### src/rtl/mbist_mem_arb.sv
// ---------------------------------------------------------------------------
// mbist_mem_arb
// Shares the MBIST SRAM port between the wishbone burst path (port A) and the
// MBIST engine (port B). Round-robin grant with burst lock, a fairness hold
// limit, and a drain of outstanding reads before every grant hand-over.
// Read returns are tagged so each port sees its own rvalid.
//
// Ports:
//   wb_clk_i, wb_rst_i        clock, asynchronous active-high reset
//   {a,b}_req/_lock           beat request / burst lock (grant pinned)
//   {a,b}_cs/_addr/_wdata/_we/_wmask   beat payload
//   {a,b}_gnt                 beat accepted this cycle (combinational)
//   {a,b}_rvalid              mem_rdata belongs to this port
//   mem_req/_cs/_addr/_wdata/_we/_wmask  registered SRAM request
//   arb_owner                 01 = A, 10 = B, 00 = none
//
// Optional build macro MBIST_ARB_STAT_EN adds arb_stat_clr (in) and
// arb_wait_cnt[15:0] (out): saturating count of request-without-grant cycles.
// ---------------------------------------------------------------------------
module mbist_mem_arb #(
    parameter int BIST_NO_SRAM = 4,
    parameter int BIST_ADDR_WD = 9,
    parameter int BIST_DATA_WD = 32,
    parameter int RD_LAT       = 2,
    parameter int MAX_HOLD     = 16,
    localparam int CS_WD       = (BIST_NO_SRAM + 1) / 2
) (
    input  logic                    wb_clk_i,
    input  logic                    wb_rst_i,
    input  logic                    a_req,
    input  logic                    a_lock,
    input  logic [CS_WD-1:0]        a_cs,
    input  logic [BIST_ADDR_WD-1:0] a_addr,
    input  logic [BIST_DATA_WD-1:0] a_wdata,
    input  logic                    a_we,
    input  logic [3:0]              a_wmask,
    input  logic                    b_req,
    input  logic                    b_lock,
    input  logic [CS_WD-1:0]        b_cs,
    input  logic [BIST_ADDR_WD-1:0] b_addr,
    input  logic [BIST_DATA_WD-1:0] b_wdata,
    input  logic                    b_we,
    input  logic [3:0]              b_wmask,
    output logic                    a_gnt,
    output logic                    b_gnt,
    output logic                    a_rvalid,
    output logic                    b_rvalid,
    output logic                    mem_req,
    output logic [CS_WD-1:0]        mem_cs,
    output logic [BIST_ADDR_WD-1:0] mem_addr,
    output logic [BIST_DATA_WD-1:0] mem_wdata,
    output logic                    mem_we,
    output logic [3:0]              mem_wmask,
`ifdef MBIST_ARB_STAT_EN
    input  logic                    arb_stat_clr,
    output logic [15:0]             arb_wait_cnt,
`endif
    output logic [1:0]              arb_owner
);

    typedef enum logic [1:0] {
        ST_IDLE  = 2'b00,
        ST_OWN_A = 2'b01,
        ST_OWN_B = 2'b10,
        ST_DRAIN = 2'b11
    } state_t;

    localparam logic [7:0] MAX_HOLD_V = 8'(MAX_HOLD);

    state_t                    state_q, state_d;
    logic [1:0]                next_owner_q, next_owner_d;
    logic                      last_b_q, last_b_d;   // 1: B was served last
    logic [7:0]                hold_q, hold_d;
    logic [RD_LAT-1:0][1:0]    tag_q, tag_d;         // {B,A} per issued read
    logic [1:0]                mem_port_q, mem_port_d;
    logic                      mem_req_q, mem_req_d;
    logic [CS_WD-1:0]          mem_cs_q, mem_cs_d;
    logic [BIST_ADDR_WD-1:0]   mem_addr_q, mem_addr_d;
    logic [BIST_DATA_WD-1:0]   mem_wdata_q, mem_wdata_d;
    logic                      mem_we_q, mem_we_d;
    logic [3:0]                mem_wmask_q, mem_wmask_d;

    logic rd_issue_s;
    logic pipe_busy_s;
    logic hold_full_s;
    logic a_leave_s;
    logic b_leave_s;
    logic a_gnt_s;
    logic b_gnt_s;

    // Hand-over conditions and outstanding-read status.
    always_comb begin
        // A read is in flight from the cycle mem_req is presented until its
        // tag leaves the pipe output.
        rd_issue_s  = mem_req_q & ~mem_we_q;
        pipe_busy_s = rd_issue_s | (|tag_q);
        hold_full_s = (hold_q == MAX_HOLD_V);
        a_leave_s   = (state_q == ST_OWN_A) & ~a_lock & (~a_req | (hold_full_s & b_req));
        b_leave_s   = (state_q == ST_OWN_B) & ~b_lock & (~b_req | (hold_full_s & a_req));
    end

    // FSM state register.
    always_ff @(posedge wb_clk_i or posedge wb_rst_i) begin
        if (wb_rst_i) begin
            state_q      <= ST_IDLE;
            next_owner_q <= 2'b00;
            last_b_q     <= 1'b1;   // makes A the first winner of a tie
            hold_q       <= 8'd0;
        end else begin
            state_q      <= state_d;
            next_owner_q <= next_owner_d;
            last_b_q     <= last_b_d;
            hold_q       <= hold_d;
        end
    end

    // FSM next-state logic.
    always_comb begin
        state_d      = state_q;
        next_owner_d = next_owner_q;
        last_b_d     = last_b_q;
        case (state_q)
            ST_IDLE: begin
                if (a_req && (!b_req || last_b_q)) begin
                    state_d  = ST_OWN_A;
                    last_b_d = 1'b0;
                end else if (b_req) begin
                    state_d  = ST_OWN_B;
                    last_b_d = 1'b1;
                end else begin
                    state_d  = ST_IDLE;
                end
            end
            ST_OWN_A: begin
                if (a_leave_s) begin
                    state_d      = ST_DRAIN;
                    next_owner_d = b_req ? 2'b10 : 2'b00;
                end else begin
                    state_d      = ST_OWN_A;
                end
            end
            ST_OWN_B: begin
                if (b_leave_s) begin
                    state_d      = ST_DRAIN;
                    next_owner_d = a_req ? 2'b01 : 2'b00;
                end else begin
                    state_d      = ST_OWN_B;
                end
            end
            ST_DRAIN: begin
                if (!pipe_busy_s) begin
                    next_owner_d = 2'b00;
                    case (next_owner_q)
                        2'b01: begin
                            state_d  = ST_OWN_A;
                            last_b_d = 1'b0;
                        end
                        2'b10: begin
                            state_d  = ST_OWN_B;
                            last_b_d = 1'b1;
                        end
                        default: state_d = ST_IDLE;
                    endcase
                end else begin
                    state_d = ST_DRAIN;
                end
            end
            default: begin
                state_d      = ST_IDLE;
                next_owner_d = 2'b00;
            end
        endcase
    end

    // FSM outputs: grants and current owner.
    always_comb begin
        // The owner is not granted in the cycle it hands the port over.
        a_gnt_s   = (state_q == ST_OWN_A) & a_req & ~a_leave_s;
        b_gnt_s   = (state_q == ST_OWN_B) & b_req & ~b_leave_s;
        case (state_q)
            ST_OWN_A: arb_owner = 2'b01;
            ST_OWN_B: arb_owner = 2'b10;
            default:  arb_owner = 2'b00;
        endcase
    end

    assign a_gnt = a_gnt_s;
    assign b_gnt = b_gnt_s;

    // Hold counter: counts owner beats, saturates, zero outside ownership.
    always_comb begin
        if (a_gnt_s || b_gnt_s) begin
            hold_d = hold_full_s ? hold_q : hold_q + 8'd1;
        end else if ((state_q == ST_OWN_A) || (state_q == ST_OWN_B)) begin
            hold_d = hold_q;
        end else begin
            hold_d = 8'd0;
        end
    end

    // Beat capture into the SRAM request register.
    always_comb begin
        mem_req_d   = 1'b0;
        mem_port_d  = 2'b00;
        mem_cs_d    = mem_cs_q;
        mem_addr_d  = mem_addr_q;
        mem_wdata_d = mem_wdata_q;
        mem_we_d    = mem_we_q;
        mem_wmask_d = mem_wmask_q;
        if (a_gnt_s) begin
            mem_req_d   = 1'b1;
            mem_port_d  = 2'b01;
            mem_cs_d    = a_cs;
            mem_addr_d  = a_addr;
            mem_wdata_d = a_wdata;
            mem_we_d    = a_we;
            mem_wmask_d = a_wmask;
        end else if (b_gnt_s) begin
            mem_req_d   = 1'b1;
            mem_port_d  = 2'b10;
            mem_cs_d    = b_cs;
            mem_addr_d  = b_addr;
            mem_wdata_d = b_wdata;
            mem_we_d    = b_we;
            mem_wmask_d = b_wmask;
        end else begin
            mem_req_d   = 1'b0;
        end
    end

    // Read tag pipe: tag enters when the SRAM sees the read, so the last
    // stage lines up with mem_rdata RD_LAT cycles later.
    always_comb begin
        tag_d    = tag_q;
        tag_d[0] = rd_issue_s ? mem_port_q : 2'b00;
        for (int i = 1; i < RD_LAT; i++) begin
            tag_d[i] = tag_q[i-1];
        end
    end

    // SRAM request and tag pipe registers.
    always_ff @(posedge wb_clk_i or posedge wb_rst_i) begin
        if (wb_rst_i) begin
            mem_req_q   <= 1'b0;
            mem_port_q  <= 2'b00;
            mem_cs_q    <= '0;
            mem_addr_q  <= '0;
            mem_wdata_q <= '0;
            mem_we_q    <= 1'b0;
            mem_wmask_q <= 4'h0;
            tag_q       <= '0;
        end else begin
            mem_req_q   <= mem_req_d;
            mem_port_q  <= mem_port_d;
            mem_cs_q    <= mem_cs_d;
            mem_addr_q  <= mem_addr_d;
            mem_wdata_q <= mem_wdata_d;
            mem_we_q    <= mem_we_d;
            mem_wmask_q <= mem_wmask_d;
            tag_q       <= tag_d;
        end
    end

    assign mem_req   = mem_req_q;
    assign mem_cs    = mem_cs_q;
    assign mem_addr  = mem_addr_q;
    assign mem_wdata = mem_wdata_q;
    assign mem_we    = mem_we_q;
    assign mem_wmask = mem_wmask_q;
    assign a_rvalid  = tag_q[RD_LAT-1][0];
    assign b_rvalid  = tag_q[RD_LAT-1][1];

`ifdef MBIST_ARB_STAT_EN
    logic [15:0] wait_cnt_q, wait_cnt_d;
    logic [1:0]  wait_inc_s;
    logic [16:0] wait_sum_s;

    // Waiting-cycle counter: +1 per port requesting without a grant.
    always_comb begin
        wait_inc_s = {1'b0, a_req & ~a_gnt_s} + {1'b0, b_req & ~b_gnt_s};
        wait_sum_s = {1'b0, wait_cnt_q} + {15'd0, wait_inc_s};
        if (arb_stat_clr) begin
            wait_cnt_d = 16'd0;
        end else if (wait_sum_s[16]) begin
            wait_cnt_d = 16'hFFFF;
        end else begin
            wait_cnt_d = wait_sum_s[15:0];
        end
    end

    // Waiting-cycle counter register.
    always_ff @(posedge wb_clk_i or posedge wb_rst_i) begin
        if (wb_rst_i) begin
            wait_cnt_q <= 16'd0;
        end else begin
            wait_cnt_q <= wait_cnt_d;
        end
    end

    assign arb_wait_cnt = wait_cnt_q;
`endif

endmodule

### config.mk
export PLATFORM = sky130hd
export DESIGN_NAME = mbist_mem_arb
export DESIGN_NICKNAME = d
export VERILOG_FILES = /design/src/rtl/mbist_mem_arb.sv
export SDC_FILE = /design/constraint.sdc
export NUM_CORES = 1
export LEC_CHECK = 0
export CORE_MARGIN = 5
export CORE_UTILIZATION = 30
export CTS_BUF_LIST = sky130_fd_sc_hd__clkbuf_2 sky130_fd_sc_hd__clkbuf_4 sky130_fd_sc_hd__clkbuf_8
export DETAILED_ROUTE_END_ITERATION = 10
export SLEW_MARGIN = 10
export SYNTH_ARGS = -nofsm -noshare
export SYNTH_HDL_FRONTEND = slang
export SYNTH_SLANG_ARGS = --single-unit
### constraint.sdc
create_clock -name wb_clk_i -period 2 [get_ports wb_clk_i]
set_input_delay 0.3 -clock wb_clk_i [delete_from_list [all_inputs] [get_ports wb_clk_i]]
set_output_delay 0.3 -clock wb_clk_i [all_outputs]
set_load 0.005 [all_outputs]
==> impl_results.md <==
* Status: finished with violations
* Failing checks: negative setup slack
* Initial antenna violation count at 0
* Worst-path maximum fanout at 3
* Clk buf depth at 2
* IO Port Bufs at 156
* CP Class: reg -> out
* R2R cell count at 8
* Relative slew margins at 0.640
* HPWL Detailed at 8250 um
* Final Cycle Share at 1.10
* Worst setup SP type: flop
* Synth area leader: dfrtp_1
* Worst vdd ir at 0.000596 V
* Routed wire per std cell at 16.7 um
* P_int at 5.18 mW
* Reg area at 0.00170 mm^2
* Syn nets at 503
* Initial DRC count at 162
* Floorplan row count at 39
* Final ANT Viol Nets at 0
* Core Region at 0.0113 mm^2
* Least-Margin Pin Slew at 540 ps
* Vias per inst at 4.88
* Diode count at 0
* Footprint of the multi-input gates at 0.00169 mm^2
* Flop pwr share at 0.297
* Via count at 3615
* Area share of the largest cell type after synthesis at 0.486
* Clock network power share at 0.131
* Die area at 0.0137 mm^2
* Total chip power at 7.97 mW
* Finish-stage setup viols at 60
* Mean Syn Cell Area at 8.80 um^2
* Clock-pin slew on the worst setup and hold paths at 70 ps
* Clock sink total at 68
* Net Sw Frac at 0.350
* Worst-Skew Late Latency at 340 ps
* GR Overflow Total at 0
* I/O pin count at 157
* Vias in the first global route at 3749
* Area Overhead vs Synth at 79.2%
* H-tree levels at 3
* R2R setup slack at -200 ps
* Beginning of the worst register-to-register path: hold_q[1]
* Gate power share at 0.571
* Leak at 2.70 nW
* Slew Limit Fails at 0
* Worst hold slack at 320 ps
* Power Density at 1290 mW/mm^2
* Initial Utilization at 0.305
* DR DRC count at 0
* Largest cells by area after synthesis: dfrtp_1 (49%), nand2_1 (11%), a31oi_1 (8.9%)
* Seq/Total Area, Yosys at 0.494
* Worst Setup Slack, final at -210 ps
* Routed WL at 12400 um
* Crit end category: primary output
* TritonRoute pass-1 iters at 4
* Final Hold Viols at 0
* Largest net degree at the start of global routing at 49
* Post-Syn Area at 0.00345 mm^2
* Arr. time, crit path at 1910 ps
* Post-synth ARST share at 1.00
* Synth warn at 0
* Switching pwr at 2.79 mW
* RSZ-0062 raised after global routing: true
* Fin crit period at 2210 ps
* Dominant synthesized flop cell: dfrtp_1
* DIE HEIGHT at 117 um
* CTS tree: yes
* Synth cell types at 47
* Share of cells above drive strength 1 at 0.202
* Hold crit path type: in -> async
* Die W at 117 um
* Clock root buffer: clkbuf_8
* CTS buffer count at 9
* Gp weighted congestion at 0.821
* Max-Cap Viols at 0
* Synthesis-stage register bit count at 68
* Required @ worst endpoint at 1700 ps
* Fillers at 1039
* Clock Skew at 9.01 ps
* Reg2Reg Capture Point: hold_q[0]
* Post-Syn Instances at 392
* First-pass GRT wire length at 18600 um
* Achievable Freq at 0.453 GHz
* Cts hold-fix bufs at 0
* Total Nets Final at 706
* EDFF count, synth at 0
* GRT Total Usage at 0.173
## cells in the final DEF (no fill, tap or decap), types with 6 or more instances in the layout
| cell | Yosys | final |
|---|---|---|
| inv_1 | 14 | 10 |
| nand2_1 | 104 | 90 |
| buf_6 | 5 | 8 |
| buf_12 | 0 | 7 |
| ha_1 | 9 | 8 |
| clkbuf_16 | 0 | 7 |
| o21ai_0 | 7 | 7 |
| nor2_2 | 0 | 6 |
| nand2_2 | 1 | 13 |
| clkdlybuf4s50_1 | 0 | 154 |
| dfrtp_1 | 67 | 67 |
| buf_4 | 2 | 33 |
| a221o_1 | 6 | 6 |
| nor2_1 | 55 | 46 |
| clkbuf_8 | 0 | 12 |
| a31oi_1 | 49 | 45 |
## area by class of cell
cell class | count | share of cell area
clock buffers | 12 | 0.0267
clock inverters | 2 | 0.00162
inverters | 15 | 0.00972
multi-input cells | 283 | 0.274
flip-flops and latches | 68 | 0.276
well taps | 143 | 0.0290
repair buffers | 218 | 0.384
## worst max-delay path, cell delays in order (launching register included)
cell      delay [ps]
dfrtp_1          380
or4b_4           590
o311ai_4         390
inv_2             60
buf_2            140
## power by group through the flow
stage          clock (mW)  sequential [mW]  combinational [mW]
6_report             1.05             2.37                4.56
2_1_floorplan           0             2.38                1.74
5_1_grt              1.15             2.45                4.98
4_1_cts              1.07             2.35                4.20
3_3_place_gp            0             2.34                3.64
3_5_place_dp            0             2.36                3.71
## registers in the layout, summed over array words and instances (netlist names), 2 cells and up
| register | flops |
|---|---|
| mem_wmask | 4 |
| mem_port_q | 2 |
| state_q | 2 |
| next_owner_q | 2 |
| tag_d | 2 |
| mem_addr | 9 |
| mem_wdata | 32 |
| hold_q | 8 |
| mem_cs | 2 |
## synthesized netlist by cell type (2+ instances only)
cell type / number
a31oi_1: 49
a21oi_1: 4
or3_1: 2
ha_1: 9
nor3_1: 3
a211oi_1: 2
clkbuf_1: 4
inv_1: 14
a221o_1: 6
o22ai_1: 2
nand3_1: 4
nand2b_1: 4
xor2_1: 2
nor2_1: 55
nor2b_1: 2
buf_6: 5
o21ai_0: 7
a221oi_1: 3
and2_1: 3
nand2_1: 104
buf_2: 15
buf_4: 2
dfrtp_1: 67
## per-layer routing
metal  share of wire  track usage
met5               0            0
met4           0.015       0.0466
met3           0.062       0.0524
met2            0.49        0.282
met1            0.43        0.225
## stage by stage
stage | instances | util | TNS, ps | setup slack [ps] | area [um^2]
floorplan | 392 | - | -1460 | -92.0 | 3490
global placement | 703 | 0.471 | -22260 | -462 | 5330
detailed placement | 703 | 0.471 | -23390 | -525 | 5330
CTS | 730 | 0.514 | -13250 | -304 | 5820
global route | 741 | 0.546 | -12080 | -276 | 6180
finish | 741 | 0.546 | -7730 | -210 | 6180
## worst max path at each step
| stage | from | to | slack, ps | cells past startpoint |
|---|---|---|---|---|
| global placement | b_req | mem_wdata[2] | -460 | 7 |
| finish | hold_q[5] | b_gnt | -210 | 4 |
| floorplan | hold_q[6] | hold_q[0] | -90 | 6 |
| global route | hold_q[5] | b_gnt | -280 | 4 |
| CTS | hold_q[0] | a_gnt | -300 | 6 |
| detailed placement | b_req | mem_wdata[4] | -520 | 7 |
## cell families (layout without fill, tap and decap cells)
| family | after synthesis | in the layout | share of synthesized area |
|---|---|---|---|
| and+or+nand+nor | 186 | 186 | 0.224 |
| AOI/OAI and AO/OA | 85 | 85 | 0.178 |
| DFF | 68 | 68 | 0.494 |
| buffers and inverters | 41 | 247 | 0.0631 |
| adders and majority gates | 9 | 9 | 0.0327 |
| xor gates and xnor gates | 2 | 2 | 0.00508 |
| muxes | 1 | 1 | 0.00290 |
## repair_timing
item	in CTS	in global routing
cloned	5	9
buffers inserted	9	7
setup endpoints to repair	62	63
gates resized for setup	44	47
pin swaps	6	31
(Power assumes the default switching activity.)
